===== src/rtl/uart_wb_bridge_if.sv =====
// rtl/uart_wb_bridge_if.sv - signal bundle between uart_wb_bridge and its UART / Wishbone neighbours
//  rx_data/rx_valid            received byte strobe from the UART receiver
//  tx_data/tx_valid/tx_ready   response byte handshake toward the UART transmitter
//  wb_*                        8-bit Wishbone classic master signals
//  busy/err                    status: bus or response phase active / one-cycle error pulse
interface uart_wb_bridge_if #(
  parameter int ADDR_W = 8
);
  logic [7:0]        rx_data;
  logic              rx_valid;
  logic [7:0]        tx_data;
  logic              tx_valid;
  logic              tx_ready;
  logic              wb_cyc_o;
  logic              wb_stb_o;
  logic              wb_we_o;
  logic [ADDR_W-1:0] wb_adr_o;
  logic [7:0]        wb_dat_o;
  logic [7:0]        wb_dat_i;
  logic              wb_ack_i;
  logic              busy;
  logic              err;

  modport master (
    input  rx_data, rx_valid, tx_ready, wb_dat_i, wb_ack_i,
    output tx_data, tx_valid, wb_cyc_o, wb_stb_o, wb_we_o, wb_adr_o, wb_dat_o, busy, err
  );

  modport slave (
    output rx_data, rx_valid, tx_ready, wb_dat_i, wb_ack_i,
    input  tx_data, tx_valid, wb_cyc_o, wb_stb_o, wb_we_o, wb_adr_o, wb_dat_o, busy, err
  );
endinterface


===== src/rtl/uart_wb_bridge.sv =====
// rtl/uart_wb_bridge.sv - UART byte command decoder running one Wishbone classic cycle per frame
//  clk   system clock, posedge
//  nrst  asynchronous active-low reset
//  bus   uart_wb_bridge_if.master: rx byte in, response byte out, Wishbone master, busy/err
//  Frames: 'W' addr data -> write, response 'K'; 'R' addr -> read, response is read data.
//  Ack timeout answers 'E'. ADDR_W must match the interface instance.
module uart_wb_bridge #(
  parameter int ADDR_W   = 8,
  parameter int FRAME_TO = 100000,
  parameter int ACK_TO   = 1024
) (
  input  logic              clk,
  input  logic              nrst,
  uart_wb_bridge_if.master  bus
);

  localparam logic [7:0] OP_W  = 8'h57;
  localparam logic [7:0] OP_R  = 8'h52;
  localparam logic [7:0] RSP_K = 8'h4B;
  localparam logic [7:0] RSP_E = 8'h45;
  localparam int FTW = $clog2(FRAME_TO + 1);
  localparam int ATW = $clog2(ACK_TO + 1);

  typedef enum logic [2:0] {S_OP, S_ADDR, S_DATA, S_BUS, S_RESP} state_t;

  state_t            state, state_nx;
  logic              we_q;
  logic [ADDR_W-1:0] adr_q;
  logic [7:0]        dat_q;
  logic [7:0]        rsp_q;
  logic [FTW-1:0]    ftmr;
  logic [ATW-1:0]    acnt;
  logic              err_q;

  logic in_frame, is_op, bad_op, frame_tmo, ack_tmo, overrun;

  always_comb begin
    in_frame  = (state == S_ADDR) || (state == S_DATA);
    is_op     = (bus.rx_data == OP_W) || (bus.rx_data == OP_R);
    bad_op    = (state == S_OP) && bus.rx_valid && !is_op;
    // A byte arriving on the expiry cycle wins over the timeout.
    frame_tmo = in_frame && !bus.rx_valid && (ftmr == FTW'(FRAME_TO - 1));
    // An ack on the expiry cycle wins over the timeout.
    ack_tmo   = (state == S_BUS) && !bus.wb_ack_i && (acnt == ATW'(ACK_TO - 1));
    overrun   = ((state == S_BUS) || (state == S_RESP)) && bus.rx_valid;
  end

  always_ff @(posedge clk or negedge nrst) begin
    if (!nrst) state <= S_OP;
    else       state <= state_nx;
  end

  always_comb begin
    state_nx = state;
    case (state)
      S_OP:    if (bus.rx_valid && is_op) state_nx = S_ADDR;
      S_ADDR:  if (bus.rx_valid)      state_nx = we_q ? S_DATA : S_BUS;
               else if (frame_tmo)    state_nx = S_OP;
      S_DATA:  if (bus.rx_valid)      state_nx = S_BUS;
               else if (frame_tmo)    state_nx = S_OP;
      S_BUS:   if (bus.wb_ack_i || ack_tmo) state_nx = S_RESP;
      S_RESP:  if (bus.tx_ready)      state_nx = S_OP;
      default: state_nx = S_OP;
    endcase
  end

  // Bus and response outputs are pure state decodes so an async reset drops them at once.
  always_comb begin
    bus.wb_cyc_o = (state == S_BUS);
    bus.wb_stb_o = (state == S_BUS);
    bus.wb_we_o  = we_q;
    bus.wb_adr_o = adr_q;
    bus.wb_dat_o = dat_q;
    bus.tx_valid = (state == S_RESP);
    bus.tx_data  = rsp_q;
    bus.busy     = (state == S_BUS) || (state == S_RESP);
    bus.err      = err_q;
  end

  always_ff @(posedge clk or negedge nrst) begin
    if (!nrst) begin
      we_q  <= 1'b0;
      adr_q <= '0;
      dat_q <= '0;
      rsp_q <= '0;
      ftmr  <= '0;
      acnt  <= '0;
      err_q <= 1'b0;
    end else begin
      // Coincident causes collapse into the same single-cycle pulse.
      err_q <= bad_op || frame_tmo || ack_tmo || overrun;

      if (state == S_OP && bus.rx_valid && is_op) we_q <= (bus.rx_data == OP_W);
      if (state == S_ADDR && bus.rx_valid) adr_q <= bus.rx_data[ADDR_W-1:0];
      if (state == S_DATA && bus.rx_valid) dat_q <= bus.rx_data;

      if (state == S_BUS) begin
        if (bus.wb_ack_i)  rsp_q <= we_q ? RSP_K : bus.wb_dat_i;
        else if (ack_tmo)  rsp_q <= RSP_E;
      end

      // Inter-byte timer: cleared by every accepted byte, counts only mid-frame, saturates.
      if (bus.rx_valid && (state == S_OP || in_frame)) ftmr <= '0;
      else if (in_frame && ftmr != FTW'(FRAME_TO))     ftmr <= ftmr + 1'b1;

      if (state != S_BUS)            acnt <= '0;
      else if (acnt != ATW'(ACK_TO)) acnt <= acnt + 1'b1;
    end
  end

endmodule


===== src/flat_wrapper.sv =====
// flat-port wrapper written by rule: the top's interface ports become plain ports
module uart_wb_bridge_flat 
#(
  parameter int ADDR_W   = 8,
  parameter int FRAME_TO = 100000,
  parameter int ACK_TO   = 1024
)
  (clk, nrst, bus_rx_data, bus_rx_valid, bus_tx_ready, bus_wb_dat_i, bus_wb_ack_i, bus_tx_data, bus_tx_valid, bus_wb_cyc_o, bus_wb_stb_o, bus_wb_we_o, bus_wb_adr_o, bus_wb_dat_o, bus_busy, bus_err);
  uart_wb_bridge_if #(.ADDR_W(ADDR_W)) bus_i ();
  input  logic clk;
  input  logic nrst;
  input wire logic [$bits(bus_i.rx_data)-1:0] bus_rx_data;
  input wire logic [$bits(bus_i.rx_valid)-1:0] bus_rx_valid;
  input wire logic [$bits(bus_i.tx_ready)-1:0] bus_tx_ready;
  input wire logic [$bits(bus_i.wb_dat_i)-1:0] bus_wb_dat_i;
  input wire logic [$bits(bus_i.wb_ack_i)-1:0] bus_wb_ack_i;
  output wire logic [$bits(bus_i.tx_data)-1:0] bus_tx_data;
  output wire logic [$bits(bus_i.tx_valid)-1:0] bus_tx_valid;
  output wire logic [$bits(bus_i.wb_cyc_o)-1:0] bus_wb_cyc_o;
  output wire logic [$bits(bus_i.wb_stb_o)-1:0] bus_wb_stb_o;
  output wire logic [$bits(bus_i.wb_we_o)-1:0] bus_wb_we_o;
  output wire logic [$bits(bus_i.wb_adr_o)-1:0] bus_wb_adr_o;
  output wire logic [$bits(bus_i.wb_dat_o)-1:0] bus_wb_dat_o;
  output wire logic [$bits(bus_i.busy)-1:0] bus_busy;
  output wire logic [$bits(bus_i.err)-1:0] bus_err;
  assign bus_i.rx_data = bus_rx_data;
  assign bus_i.rx_valid = bus_rx_valid;
  assign bus_i.tx_ready = bus_tx_ready;
  assign bus_i.wb_dat_i = bus_wb_dat_i;
  assign bus_i.wb_ack_i = bus_wb_ack_i;
  assign bus_tx_data = bus_i.tx_data;
  assign bus_tx_valid = bus_i.tx_valid;
  assign bus_wb_cyc_o = bus_i.wb_cyc_o;
  assign bus_wb_stb_o = bus_i.wb_stb_o;
  assign bus_wb_we_o = bus_i.wb_we_o;
  assign bus_wb_adr_o = bus_i.wb_adr_o;
  assign bus_wb_dat_o = bus_i.wb_dat_o;
  assign bus_busy = bus_i.busy;
  assign bus_err = bus_i.err;
  uart_wb_bridge #(.ADDR_W(ADDR_W), .FRAME_TO(FRAME_TO), .ACK_TO(ACK_TO)) u_core (.clk(clk), .nrst(nrst), .bus(bus_i));
endmodule

===== config.mk =====
export PLATFORM = sky130hd
export DESIGN_NAME = uart_wb_bridge_flat
export DESIGN_NICKNAME = d
export VERILOG_FILES = /design/src/rtl/uart_wb_bridge_if.sv /design/src/rtl/uart_wb_bridge.sv /design/src/flat_wrapper.sv
export SDC_FILE = /design/constraint.sdc
export NUM_CORES = 1
export LEC_CHECK = 0
export CELL_PAD_IN_SITES_DETAIL_PLACEMENT = 2
export CELL_PAD_IN_SITES_GLOBAL_PLACEMENT = 2
export CORE_MARGIN = 2
export CORE_UTILIZATION = 25
export CTS_CLUSTER_DIAMETER = 120
export DETAILED_ROUTE_END_ITERATION = 10
export PLACE_DENSITY = 0.66
export SYNTH_ARGS = -nofsm -noshare
export SYNTH_HDL_FRONTEND = slang
export SYNTH_SLANG_ARGS = --single-unit

===== constraint.sdc =====
create_clock -name clk -period 5.3 [get_ports clk]
set_clock_uncertainty 0.2 [all_clocks]
set_input_delay 1.06 -clock clk [delete_from_list [all_inputs] [get_ports clk]]
set_output_delay 1.06 -clock clk [all_outputs]
set_load 0.05 [all_outputs]

==> results of run 1 <==
## synth_stat cells (3+ instances only)
cell,count
clkbuf_1,7
mux2i_1,3
inv_1,20
or4_1,8
nor2_1,24
dfrtp_1,57
nand3_1,8
nor4b_1,3
or3_1,6
nor4_1,4
o21ai_0,8
a22o_1,3
xnor2_1,10
nand2_1,15
ha_1,4
xor2_1,6
nand4_1,7
mux2_2,16
o31ai_1,4
a21oi_1,20
nor3_1,5
## critical path, delay by kind of cell, from the launching register on
kind	cells	cell delay [ns]
buf+inv	2	1.15
flops	1	0.56
simple gates	1	0.51
## through the flow
stage          cells  utilization, %  power, mW  setup WS, ns
2_1_floorplan    276               -       1.15          2.62
3_3_place_gp     458            31.7       1.41          1.83
3_5_place_dp     458            31.7       1.43          1.79
4_1_cts          474            34.9       2.12          1.41
5_1_grt          474            34.9       2.20          1.23
6_report         474            34.9       2.09          1.48
## cell type report
class | instances | area, µm²
clock inverters | 5 | 103
well taps | 140 | 175
repair buffers | 52 | 510
flip-flops and latches | 57 | 1430
fillers | 1184 | 7120
inverters | 20 | 75.1
multi-input cells | 189 | 1280
clock buffers | 11 | 243
## layer usage
layer	vias up	part of all wire (%)	GRT usage (%)
met1	1180	46	18.8
met5	-	0	0
li1	1094	-	-
met4	0	1.7	6.16
met3	10	3.0	3.00
met2	32	49	22.6
## kinds of logic after synthesis
group           count (synthesis)  share of synthesized area (%)
simple gates                  102                           20.7
flops                          57                           50.5
compound gates                 48                           10.5
buf+inv                        30                           4.16
mux                            19                           7.44
xor+xnor                       16                           4.96
fa+ha+maj                       4                           1.77
## registers in the layout, summed over array words and instances, names as in the netlist
register,count
u_core.ftmr,17
u_core.acnt,11
u_core.bus.tx_data,8
u_core.bus.wb_adr_o,8
u_core.bus.wb_dat_o,8
u_core.state,3
u_core.bus.err,1
u_core.bus.wb_we_o,1
## worst max-delay path by stage
stage	from	to	slack, ns	cells past startpoint
3_3_place_gp	u_core.state[1]$_DFFE_PN0P_	bus_wb_stb_o	1.83	3
2_1_floorplan	u_core.state[2]$_DFFE_PN0P_	bus_wb_stb_o	2.62	4
3_5_place_dp	u_core.state[1]$_DFFE_PN0P_	bus_wb_stb_o	1.79	3
5_1_grt	u_core.state[1]$_DFFE_PN0P_	bus_wb_stb_o	1.23	3
6_report	u_core.state[1]$_DFFE_PN0P_	bus_wb_stb_o	1.48	3
4_1_cts	u_core.state[1]$_DFFE_PN0P_	bus_wb_stb_o	1.41	3
## where the power goes
part	switching, mW	internal, mW	total, mW	leakage [nW]
sequential	0.0816	0.532	0.614	0.734
combinational	0.506	0.292	0.797	0.651
clock	0.208	0.471	0.679	0.166
total	0.795	1.29	2.09	1.55
==> results.ini, run 1 <==
[final_layout]
fin_area_mm2 = 0.00381
mostFrequentLayoutCell = dfrtp_1
num_antenna_cells = 0
drive_gt1_share_pct = 11.7
final_cell_mix = 57 x dfrtp_1, 49 x clkdlybuf4s50_1, 24 x nor2_1
nNetsFinal = 354
syn_to_final_growth_pct = 35.0

[setup_path]
r2r_start = u_core.state[0]$_DFFE_PN0P_
critPathArrivalTime_ns = 2.56
rr_worst_depth = 4
cp.required_ns = 4.04
crit_slowest_cell = clkdlybuf4s50_1
rrSetupSlack_ns = 2.68
path_max_fanout = 15
cp-end-kind = primary output
worstPathCellList = nand3b_1 > inv_1 > clkdlybuf4s50_1
critical_path_class = reg2out
cp-start-kind = flop
r2r_end = u_core.ftmr[15]$_DFFE_PN0P_
crit_path_max_incr_delay_ns = 0.85

[grt]
antenna_found_initial = 0
grt_pass1_wl_um = 13200
grt_max_degree = 58
grt.total_usage_pct = 14.3
grt_pass1_vias = 2517
overflow = 0

[sta]
holdWs_ns = 0.289
setup-violations-final = 0
relSlewSlack_pct = 48.4
final.period_utilization_pct = 72.0
tightest_slew_ns = 0.768
fin_setup_tns_ns = 0
fmax_ghz = 0.262
maxSlewViolCount = 0
final_period_minus_worst_setup_slack_ns = 3.82
rsz0062_at_grt = false
timing.final.hold_violations = 0

[outcome]
status = completed

[hold_path]
hold_path_end = u_core.bus.tx_data[1]$_DFFE_PN0P_
hp-class = reg2reg
hold_path_depth = 1
hp-start = u_core.bus.tx_data[1]$_DFFE_PN0P_

[synthesis]
ys_types = 48
synthArstFlopShare_pct = 100
synth_top_area_share_pct = 50.5
ys_seq_area_share_pct = 50.5
synth-edff-count = 0
syn-cell-area_mm2 = 0.00283
ys_top_cells_by_area = dfrtp_1 50%, mux2_2 6.4%, a21oi_1 3.5%
yosysWarnings = 0
synth_fp_nets = 301
ys_seq_elements = 57
avgSynthCellArea_um2 = 10.2
synth-main-ff-cell = dfrtp_1
synth_top_area_cell = dfrtp_1
syn_inst = 276

[power_and_ir_drop]
peakVddDrop_mv = 0.313
power.leakage_nw = 1.55
power.density_mw_per_mm2 = 548

[clocking]
cts.sink_count = 57
hold_buffers = 0
htreeDepth = 3
root_buffer = clkbuf_16
numCtsBuffers = 9
cts_setup_buffers = 0
cts_resized = 0
clk_pin_slew_ns = 0.05
cts_tree = yes
clk_latency_ns = 0.33
clk_path_buf_depth = 2

[drt]
postRouteAntennaNets = 0
vias_per_cell = 4.89
first_pass_iters = 4
routed_wl_um = 7750
vias = 2316
drcViolationCount = 0
wl_per_cell_um = 16.4
drtIter0Drc = 72

[placed_design]
dpl_cell_area_mm2 = 0.00347
portBuffers = 50
gp_congestion = 0.729
dp_hpwl_um = 5420

[floorplan]
num_rows = 38
die-area_mm2 = 0.0122
start_util_pct = 25.8
die_x_um = 110
die_h_um = 110
io_pins = 51
design.core.area_mm2 = 0.0109

[flow_run]
maxCapViolCount = 0

Note: power is estimated with default switching activity, not from simulation.
==> run 2: changes to the inputs <==
==> constraint.sdc (replaced) <==
create_clock -name clk -period 3.79 [get_ports clk]
set_clock_uncertainty 0.2 [all_clocks]
set_input_delay 0.758 -clock clk [delete_from_list [all_inputs] [get_ports clk]]
set_output_delay 0.758 -clock clk [all_outputs]
set_load 0.05 [all_outputs]
==> run 2 against run 1 <==
Die area is the same. Setup slack lost 0.87 ns. Wire length grew 1.8%. Largest power group unchanged. Register-to-register slack lost 1.5 ns. Sequential share of layout area grew 0.16 points. Non-clock buffer count grew 1. Total power grew 37%. Sequential power grew 40%.
==> results.ini, run 2 (synthesis results as in run 1) <==
[final_layout]
top_regs = u_core.ftmr (17), u_core.acnt (11)
fin_util_pct = 34.7
syn_to_final_growth_pct = 34.4
largest_reg_flops = 17
nNetsFinal = 355
fin_cells = 475
drive_gt1_share_pct = 11.9
mostFrequentLayoutCell = dfrtp_1
fillerInstances = 1196
largest_register = u_core.ftmr
final_cell_mix = 57 x dfrtp_1, 49 x clkdlybuf4s50_1, 24 x nor2_1
num_antenna_cells = 0

[floorplan]
io_pins = 51
num_rows = 38
die_x_um = 110
die_h_um = 110
die-area_mm2 = 0.0122
start_util_pct = 25.8
design.core.area_mm2 = 0.0109

[hold_path]
hp-class = reg2reg

[grt]
grt_pass1_wl_um = 13400
grt.total_usage_pct = 14.3
antenna_found_initial = 0
overflow = 0
grt_pass1_vias = 2576
grt_max_degree = 45

[setup_path]
critPathArrivalTime_ns = 2.22
cp-start-kind = flop
rr_worst_depth = 4
rrSetupSlack_ns = 1.15
r2r_end = u_core.ftmr[13]$_DFFE_PN0P_
critPathLaunch = u_core.state[0]$_DFFE_PN0P_
path_max_fanout = 15
critical_path_class = reg2out
r2r_start = u_core.state[0]$_DFFE_PN0P_
cp-end-kind = primary output
cp.required_ns = 2.83
endpoint = bus_wb_cyc_o

[clocking]
numCtsBuffers = 9
hold_buffers = 0
cts_resized = 0
cts_setup_buffers = 0
cts_tree = yes
clk_latency_ns = 0.33
clk_path_buf_depth = 2
root_buffer = clkbuf_16
cts.sink_count = 57
htreeDepth = 3
clk_pin_slew_ns = 0.05

[drt]
vias = 2340
first_pass_iters = 4
wl_per_cell_um = 16.6
routed_wl_um = 7890
drtIter0Drc = 53
postRouteAntennaNets = 0
vias_per_cell = 4.93
drcViolationCount = 0

[outcome]
status = completed

[placed_design]
place_inst = 459
dp_hpwl_um = 5540
gp_congestion = 0.715
portBuffers = 50

[sta]
maxSlewViolCount = 0
fin_setup_tns_ns = 0
rsz0062_at_grt = false
final.period_utilization_pct = 83.8
relSlewSlack_pct = 31.4
final_period_minus_worst_setup_slack_ns = 3.18
timing.final.hold_violations = 0
setup-violations-final = 0
tightest_slew_ns = 1.03
fmax_ghz = 0.315

[power_and_ir_drop]
peakVddDrop_mv = 0.451
power.density_mw_per_mm2 = 752
power.leakage_nw = 1.55

[flow_run]
maxCapViolCount = 0

-- run 2: cell count changes in the layout (fill, tap and decap cells not counted), sizes merged --
cell      previous run  this run
clkinvlp             1         0
clkinv               1         3
bufinv               3         2
buf                  3         4
-- run 2: worst min path at each step --
stage                                      startpoint                                end  slack (ns)  cells past startpoint
finish              u_core.bus.tx_data[1]$_DFFE_PN0P_  u_core.bus.tx_data[1]$_DFFE_PN0P_        0.29                      1
floorplan                                        nrst         u_core.acnt[0]$_DFFE_PN0P_        0.26                      0
global placement    u_core.bus.tx_data[1]$_DFFE_PN0P_  u_core.bus.tx_data[1]$_DFFE_PN0P_        0.28                      1
global route        u_core.bus.tx_data[1]$_DFFE_PN0P_  u_core.bus.tx_data[1]$_DFFE_PN0P_        0.32                      1
detailed placement  u_core.bus.tx_data[1]$_DFFE_PN0P_  u_core.bus.tx_data[1]$_DFFE_PN0P_        0.28                      1
CTS                 u_core.bus.tx_data[1]$_DFFE_PN0P_  u_core.bus.tx_data[1]$_DFFE_PN0P_        0.30                      1
-- run 2: where the power goes --
group | leakage [nW] | switching [mW] | internal [mW]
sequential | 0.734 | 0.113 | 0.744
clock | 0.159 | 0.276 | 0.591
combinational | 0.655 | 0.718 | 0.413
total | 1.55 | 1.11 | 1.75
-- run 2: critical path, stage by stage (launching register included) --
cell and delay, ns:
dfrtp_1 0.58, nand3b_1 0.13, buf_4 0.21, inv_1 0.15
clkdlybuf4s50_1 0.83
-- run 2: layout make-up --
class / count / area [µm²] / share of cell area (%)
Clock buffer: 11 / 243 / 6.39
Clock inverter: 5 / 78.8 / 2.08
Inverter: 20 / 75.1 / 1.98
Multi-Input combinational cell: 189 / 1280 / 33.7
Sequential cell: 57 / 1430 / 37.6
Tap cell: 140 / 175 / 4.61
Timing Repair Buffer: 53 / 518 / 13.6
-- run 2: stage by stage --
stage / cell area, µm² / hold WS [ns] / power, mW / worst slack, ns
2_1_floorplan: 2830 / 0.262 / 1.60 / 1.41
3_3_place_gp: 3480 / 0.282 / 1.98 / 0.883
3_5_place_dp: 3480 / 0.279 / 2.00 / 0.808
4_1_cts: 3800 / 0.300 / 2.90 / 0.587
5_1_grt: 3800 / 0.316 / 3.01 / 0.472
6_report: 3800 / 0.294 / 2.86 / 0.613
-- run 2: metal layers --
metal	vias up	part of all wire [%]	routed length (µm)	GRT usage, %
met5	-	0	0	0
met4	0	1.5	118	4.55
li1	1101	-	-	-
met1	1192	45	3590	18.3
met2	37	49	3900	23.8
met3	10	3.6	284	3.70
